$ cat src/rtl/truth_table_capture_if.sv
// Bundle of sweep-side and result signals for truth_table_capture.
// TTC_FIRST_FAIL_EN adds the first-failing-code result signals.
interface truth_table_capture_if #(
    parameter int IN_W = 5
);
    localparam int N = 1 << IN_W;

    logic            start;
    logic            x_valid;
    logic [IN_W-1:0] x_in;
    logic            y_in;
    logic [N-1:0]    exp_table;
    logic [N-1:0]    table_out;
    logic [N-1:0]    covered;
    logic            busy;
    logic            done;
    logic            pass;
    logic [IN_W:0]   mismatch_cnt;
    logic            overrun_err;
    logic            conflict_err;
`ifdef TTC_FIRST_FAIL_EN
    logic [IN_W-1:0] first_fail_idx;
    logic            first_fail_vld;

    modport master (
        output start, x_valid, x_in, y_in, exp_table,
        input  table_out, covered, busy, done, pass, mismatch_cnt,
               overrun_err, conflict_err, first_fail_idx, first_fail_vld
    );
    modport slave (
        input  start, x_valid, x_in, y_in, exp_table,
        output table_out, covered, busy, done, pass, mismatch_cnt,
               overrun_err, conflict_err, first_fail_idx, first_fail_vld
    );
`else
    modport master (
        output start, x_valid, x_in, y_in, exp_table,
        input  table_out, covered, busy, done, pass, mismatch_cnt,
               overrun_err, conflict_err
    );
    modport slave (
        input  start, x_valid, x_in, y_in, exp_table,
        output table_out, covered, busy, done, pass, mismatch_cnt,
               overrun_err, conflict_err
    );
`endif
endinterface

$ cat src/rtl/truth_table_capture.sv
// Records a combinational DUT's 1-bit response per input code and checks the full table.
// TTC_FIRST_FAIL_EN adds first_fail_idx / first_fail_vld computed at CHECK.
//
// state  | meaning
// IDLE   | after reset, waiting for start
// ARMED  | waiting for the next x_valid
// SETTLE | settle counter running, y_in sampled when it reaches 0
// SAMPLE | write the sampled bit into the table, update coverage
// CHECK  | compare table against exp_table
// DONE   | results held until start
module truth_table_capture #(
    parameter int IN_W          = 5,
    parameter int SETTLE_CYCLES = 4
) (
    input logic                 clk,
    input logic                 rst,
    truth_table_capture_if.slave bus
);
    localparam int N     = 1 << IN_W;
    localparam int CNT_W = (SETTLE_CYCLES > 1) ? $clog2(SETTLE_CYCLES) : 1;
    localparam logic [CNT_W-1:0] CNT_LOAD = CNT_W'(SETTLE_CYCLES - 1);

    typedef enum logic [2:0] {
        IDLE   = 3'd0,
        ARMED  = 3'd1,
        SETTLE = 3'd2,
        SAMPLE = 3'd3,
        CHECK  = 3'd4,
        DONE   = 3'd5
    } state_t;

    state_t          state_q, state_d;
    logic [CNT_W-1:0] cnt_q;
    logic [IN_W-1:0] x_q;
    logic            y_q;
    logic [N-1:0]    table_q;
    logic [N-1:0]    covered_q;
    logic [IN_W:0]   mismatch_q;
    logic            pass_q;
    logic            overrun_q;
    logic            conflict_q;

    logic clear_all, latch_x, cnt_dec, set_overrun, capture_y, write_en, check_en;
    logic [N-1:0]  sel_onehot;
    logic [N-1:0]  diff;
    logic [IN_W:0] diff_cnt;

    function automatic logic [IN_W:0] popcount(input logic [N-1:0] v);
        logic [IN_W:0] c;
        c = '0;
        for (int i = 0; i < N; i++) c = c + (IN_W+1)'(v[i]);
        return c;
    endfunction

    assign sel_onehot = N'(1) << x_q;
    assign diff       = table_q ^ bus.exp_table;
    assign diff_cnt   = popcount(diff);

    always_ff @(posedge clk) begin
        if (rst) state_q <= IDLE;
        else     state_q <= state_d;
    end

    always_comb begin
        state_d     = state_q;
        clear_all   = 1'b0;
        latch_x     = 1'b0;
        cnt_dec     = 1'b0;
        set_overrun = 1'b0;
        capture_y   = 1'b0;
        write_en    = 1'b0;
        check_en    = 1'b0;
        if (bus.start) begin
            clear_all = 1'b1;
            state_d   = ARMED;
        end else begin
            case (state_q)
                IDLE: ;
                ARMED: begin
                    if (bus.x_valid) begin
                        latch_x = 1'b1;
                        state_d = SETTLE;
                    end
                end
                SETTLE: begin
                    // A new code restarts settling; the last code wins.
                    if (bus.x_valid) begin
                        latch_x     = 1'b1;
                        set_overrun = 1'b1;
                    end else if (cnt_q == '0) begin
                        capture_y = 1'b1;
                        state_d   = SAMPLE;
                    end else begin
                        cnt_dec = 1'b1;
                    end
                end
                SAMPLE: begin
                    write_en = 1'b1;
                    state_d  = ((covered_q | sel_onehot) == {N{1'b1}}) ? CHECK : ARMED;
                end
                CHECK: begin
                    check_en = 1'b1;
                    state_d  = DONE;
                end
                DONE: ;
                default: state_d = IDLE;
            endcase
        end
    end

    always_ff @(posedge clk) begin
        if (rst || clear_all) begin
            table_q    <= '0;
            covered_q  <= '0;
            mismatch_q <= '0;
            pass_q     <= 1'b0;
            overrun_q  <= 1'b0;
            conflict_q <= 1'b0;
        end else begin
            if (set_overrun) overrun_q <= 1'b1;
            if (write_en) begin
                if (covered_q[x_q] && (table_q[x_q] != y_q)) conflict_q <= 1'b1;
                table_q[x_q]   <= y_q;
                covered_q[x_q] <= 1'b1;
            end
            if (check_en) begin
                mismatch_q <= diff_cnt;
                pass_q     <= (diff_cnt == '0);
            end
        end
    end

    always_ff @(posedge clk) begin
        if (rst) begin
            cnt_q <= '0;
            x_q   <= '0;
            y_q   <= 1'b0;
        end else begin
            if (latch_x) begin
                x_q   <= bus.x_in;
                cnt_q <= CNT_LOAD;
            end else if (cnt_dec) begin
                cnt_q <= cnt_q - CNT_W'(1);
            end
            if (capture_y) y_q <= bus.y_in;
        end
    end

`ifdef TTC_FIRST_FAIL_EN
    logic [IN_W-1:0] ff_idx_d, ff_idx_q;
    logic            ff_vld_q;

    // Scan downwards so the lowest differing index is the one that sticks.
    always_comb begin
        ff_idx_d = '0;
        for (int i = N - 1; i >= 0; i--) begin
            if (diff[i]) ff_idx_d = IN_W'(i);
        end
    end

    always_ff @(posedge clk) begin
        if (rst || clear_all) begin
            ff_idx_q <= '0;
            ff_vld_q <= 1'b0;
        end else if (check_en) begin
            ff_idx_q <= ff_idx_d;
            ff_vld_q <= (diff_cnt != '0);
        end
    end

    assign bus.first_fail_idx = ff_idx_q;
    assign bus.first_fail_vld = ff_vld_q;
`endif

    assign bus.table_out    = table_q;
    assign bus.covered      = covered_q;
    assign bus.busy         = (state_q == SETTLE);
    assign bus.done         = (state_q == DONE);
    assign bus.pass         = pass_q;
    assign bus.mismatch_cnt = mismatch_q;
    assign bus.overrun_err  = overrun_q;
    assign bus.conflict_err = conflict_q;
endmodule
$ cat src/flat_wrapper.sv
// flat-port wrapper written by rule: the top's interface ports become plain ports
module truth_table_capture_flat 
#(
    parameter int IN_W          = 5,
    parameter int SETTLE_CYCLES = 4
)
  (clk, rst, bus_start, bus_x_valid, bus_x_in, bus_y_in, bus_exp_table, bus_table_out, bus_covered, bus_busy, bus_done, bus_pass, bus_mismatch_cnt, bus_overrun_err, bus_conflict_err);
  truth_table_capture_if #(.IN_W(IN_W)) bus_i ();
  input logic clk;
  input logic rst;
  input wire logic [$bits(bus_i.start)-1:0] bus_start;
  input wire logic [$bits(bus_i.x_valid)-1:0] bus_x_valid;
  input wire logic [$bits(bus_i.x_in)-1:0] bus_x_in;
  input wire logic [$bits(bus_i.y_in)-1:0] bus_y_in;
  input wire logic [$bits(bus_i.exp_table)-1:0] bus_exp_table;
  output wire logic [$bits(bus_i.table_out)-1:0] bus_table_out;
  output wire logic [$bits(bus_i.covered)-1:0] bus_covered;
  output wire logic [$bits(bus_i.busy)-1:0] bus_busy;
  output wire logic [$bits(bus_i.done)-1:0] bus_done;
  output wire logic [$bits(bus_i.pass)-1:0] bus_pass;
  output wire logic [$bits(bus_i.mismatch_cnt)-1:0] bus_mismatch_cnt;
  output wire logic [$bits(bus_i.overrun_err)-1:0] bus_overrun_err;
  output wire logic [$bits(bus_i.conflict_err)-1:0] bus_conflict_err;
  assign bus_i.start = bus_start;
  assign bus_i.x_valid = bus_x_valid;
  assign bus_i.x_in = bus_x_in;
  assign bus_i.y_in = bus_y_in;
  assign bus_i.exp_table = bus_exp_table;
  assign bus_table_out = bus_i.table_out;
  assign bus_covered = bus_i.covered;
  assign bus_busy = bus_i.busy;
  assign bus_done = bus_i.done;
  assign bus_pass = bus_i.pass;
  assign bus_mismatch_cnt = bus_i.mismatch_cnt;
  assign bus_overrun_err = bus_i.overrun_err;
  assign bus_conflict_err = bus_i.conflict_err;
  truth_table_capture #(.IN_W(IN_W), .SETTLE_CYCLES(SETTLE_CYCLES)) u_core (.clk(clk), .rst(rst), .bus(bus_i));
endmodule
$ cat config.mk
export PLATFORM = sky130hd
export DESIGN_NAME = truth_table_capture_flat
export DESIGN_NICKNAME = d
export VERILOG_FILES = /design/src/rtl/truth_table_capture_if.sv /design/src/rtl/truth_table_capture.sv /design/src/flat_wrapper.sv
export SDC_FILE = /design/constraint.sdc
export NUM_CORES = 1
export LEC_CHECK = 0
export ABC_CLOCK_PERIOD_IN_PS = 13200
export BUFFER_PORTS_ARGS = -buffer_cell sky130_fd_sc_hd__buf_2
export CAP_MARGIN = 20
export CORE_MARGIN = 4
export CORE_UTILIZATION = 25
export CTS_BUF_LIST = sky130_fd_sc_hd__clkbuf_8
export DETAILED_ROUTE_END_ITERATION = 12
export GPL_TIMING_DRIVEN = 0
export RECOVER_POWER = 50
export SETUP_SLACK_MARGIN = 0.2
export SKIP_CTS_REPAIR_TIMING = 1
export SYNTH_ARGS = -nofsm -noshare
export SYNTH_HDL_FRONTEND = slang
export SYNTH_SLANG_ARGS = --single-unit
export TNS_END_PERCENT = 5
$ cat constraint.sdc
create_clock -name clk -period 13.2 [get_ports clk]
set_input_delay 2.64 -clock clk [delete_from_list [all_inputs] [get_ports clk]]
set_output_delay 2.64 -clock clk [all_outputs]
set_load 0.01 [all_outputs]
==> reports/results.tsv <==
stage	metric	value	unit
synth	Mapped Area	5240	µm²
synth	area share of the largest cell type after synthesis	0.321	
placed_design	pre-CTS WS	4.90	ns
synth	yosys warns	0	
placed_design	routability congestion estimate from global placement	0.889	
detailed_routing	final wirelength	17.8	mm
clock_network	CTS max path bufs	2	
critical_path	critical path's top delay family	adder cells	
clock_network	CTS tree	yes	
pwr	Leakage	2.50	nW
critical_path	CP max-delay cell	fa_1	
global_route	number of global-route vias before repair	4481	
critical_path	Worst Path Buf+Inv	3	
die	row count	52	
run_status	status	finished, final reports clean	
detailed_routing	routed vias	4796	
synth	Post-synth EDFFs	0	
finish	fillcell total	2248	
critical_path	Arr. time, crit path	8.18	ns
detailed_routing	DR vias/cell	4.90	
timing	Tightest Pin Transition	0.774	ns
clock_network	CTS H-tree lvls	3	
timing	Max Clock Freq	127	MHz
global_route	total track usage	0.148	
synth	Mapped Nets	652	
clock_network	register clock-pin slew on the reported worst setup and hold paths	0.09	ns
die	Die Width	153	µm
clock_network	clk_lat worst skew	0.38	ns
placed_design	HPWL Detailed	13.9	mm
detailed_routing	WL per Instance	18.2	µm
pwr	pwr dens	129	nW/µm²
die	Initial Util	0.256	
critical_path	Worst path max stage delay	0.55	ns
critical_path	worst-path fanout max	2	
synth	Syn Area/Cell	9.07	µm²
die	I/O Pins	117	
synth	synth cell count leaders	nor2_1 (101), dfxtp_1 (84), nand2_1 (46)	
placed_design	IO Port Bufs	116	
synth	ys async rst share	0	
worst_hold_path	worst min path class	register to register	
die	Die H	153	µm
timing	Worst slew margin	0.481	
timing	clk_skew	0.0120	ns
pwr	Pwr Total	815	µW
synth	top cells by area in the synthesized netlist	dfxtp_1 (32%), fa_1 (9.2%), mux2i_1 (7.5%), nor2_1 (7.2%), xnor2_1 (4.9%)	
timing	Hold WS	0.465	ns
detailed_routing	DRC violations left	0	
synth	Main synth FF type	dfxtp_1	
synth	cell with the most instances after synthesis	nor2_1	
timing	# setup viols final	0	
critical_path	Worst setup EP type	register	
global_route	largest net degree at the start of global routing	15	
synth	area leader, netlist	dfxtp_1	
synth	register area share after synthesis	0.321	
placed_design	placed cell area	6150	µm²
critical_path	CP Class	input port to register	
pwr	peak supply drop	0.0000849	V
timing	Setup TNS	0	ns
job	count of max-cap constraint violations	0	
synth	Post-Synthesis Cells	577	
clock_network	CTS Buf Count	9	
die	DIE AREA	23300	µm²
finish	NumNets Final	779	
detailed_routing	Iter 0 DRT Violations	443	
clock_network	# clock sinks	84	
timing	min setup slack post-route	5.33	ns
critical_path	worst path cell trace	buf_2 -> xor2_1 -> ha_1 -> inv_1 -> fa_1 -> fa_1 -> fa_1 -> fa_1 -> fa_1 -> fa_1 -> inv_1 -> fa_1 -> fa_1 -> a21o_1 -> a21oi_1 -> xnor2_1 -> nor3_1 -> nand3_1 -> o21ai_0	
finish	synthesis-to-finish area growth	20.3	%
finish	cell area after layout	6300	µm²
timing	Final Hold Violating Endpoints	0	
finish	share of cells above drive strength 1	0.147	
detailed_routing	ANT nets after route	0	
timing	crit path time final	7.87	ns
synth	FF+latch count, synth	84	
detailed_routing	router iterations before antenna repair	5	
critical_path	CP Data Required Time	13.51	ns
global_route	remaining global-route overflow	0	
global_route	global-route wire length before repair	26.8	mm
timing	Tcrit/Tclk final	0.596	
critical_path	startpoint types	input port	
finish	n_diodes	0	
synth	Yosys cell types	54	
clock_network	CTS root buf	clkbuf_8	
critical_path	Crit path top cell by count	fa_1	
global_route	antenna violations before repair	0	
timing	RSZ-0062 raised after global routing	no	
die	core area	20400	µm²
timing	Slew Limit Fails	0	
-- cells in the final DEF, fill, tap and decap left out, drive strengths merged, types with 3 or more instances in the layout --
| cell type | n |
|---|---|
| clkbuf | 94 |
| a21oi | 44 |
| a31o | 3 |
| o21ai | 8 |
| nand2b | 3 |
| mux4 | 15 |
| nor2b | 6 |
| nor3b | 6 |
| nor2 | 101 |
| a32o | 3 |
| and2 | 7 |
| nand2 | 46 |
| fa | 24 |
| dfxtp | 84 |
| ha | 9 |
| a21o | 4 |
| xor2 | 8 |
| and3b | 6 |
| mux2i | 39 |
| xnor2 | 29 |
| nand4 | 7 |
| nand3 | 10 |
| a32oi | 4 |
| nand3b | 3 |
| buf | 68 |
| a211oi | 4 |
| inv | 34 |
| nor3 | 10 |
| and3 | 5 |
| a31oi | 5 |
-- per-layer routing --
| layer | global-route usage | up-vias | part of all wire |
|---|---|---|---|
| li1 | - | 2229 | - |
| met1 | 0.213 | 2330 | 0.47 |
| met2 | 0.230 | 217 | 0.44 |
| met3 | 0.0321 | 20 | 0.083 |
| met4 | 0.0259 | 0 | 0.0089 |
| met5 | 0 | - | 0 |
-- per-stage QoR --
stage / util / std cells
after floorplan: - / 577
after global routing: 0.308 / 979
final: 0.308 / 979
after detailed placement: 0.301 / 963
after CTS: 0.312 / 979
after global placement: 0.301 / 963
-- cell type report --
| class | instances | area, µm² | share of cell area |
|---|---|---|---|
| multi-input combinational | 426 | 3250 | 0.516 |
| sequential | 84 | 1680 | 0.267 |
| timing repair buffer | 116 | 499 | 0.0793 |
| tap | 270 | 338 | 0.0537 |
| buffer | 36 | 189 | 0.0300 |
| clock buffer | 10 | 138 | 0.0219 |
| inverter | 31 | 116 | 0.0185 |
| clock inverter | 6 | 86.3 | 0.0137 |
-- worst register-to-register path: stages (launching register included) --
cell	delay, ns
dfxtp_1	0.38
xor2_1	0.18
ha_1	0.28
inv_1	0.05
fa_1	0.51
fa_1	0.53
fa_1	0.52
fa_1	0.53
fa_1	0.54
fa_1	0.55
inv_1	0.06
fa_1	0.47
fa_1	0.42
a21o_1	0.19
a21oi_1	0.17
xnor2_1	0.10
nor3_1	0.19
nand3_1	0.09
o21ai_0	0.10
-- kinds of logic (layout without fill, tap and decap cells) --
family	Yosys count	count (layout)	synth area share
and+or+nand+nor	216	216	0.198
buffers and inverters	67	199	0.0583
adders and majority gates	33	33	0.113
muxes	55	55	0.147
AOI/OAI and AO/OA	85	85	0.101
xor gates and xnor gates	37	37	0.0619
DFF	84	84	0.321
-- state kept, by name (all words and copies together) (netlist names) --
register and cells:
u_core.bus.covered 32, u_core.bus.table_out 32, u_core.bus.mismatch_cnt 6, u_core.x_q 5, u_core.state_q 3, u_core.cnt_q 2, u_core.bus.conflict_err 1, u_core.bus.overrun_err 1
u_core.bus.pass 1, u_core.y_q 1
-- power breakdown --
part | internal, mW | switching, mW
clock network | 0.112 | 0.0993
logic | 0.154 | 0.194
registers | 0.254 | 0.000780
-- path summary, 6_finish.rpt --
check                                        startpoint               to  slack, ns  cells after the start
worst max-delay path                   bus_exp_table[0]  u_core.bus.pass       5.33                     19
worst min-delay path                    u_core.bus.pass  u_core.bus.pass       0.47                      2
worst max register to register  u_core.bus.table_out[0]  u_core.bus.pass       7.28                     18
worst min register to register          u_core.bus.pass  u_core.bus.pass       0.47                      2
(Power assumes the default switching activity.)
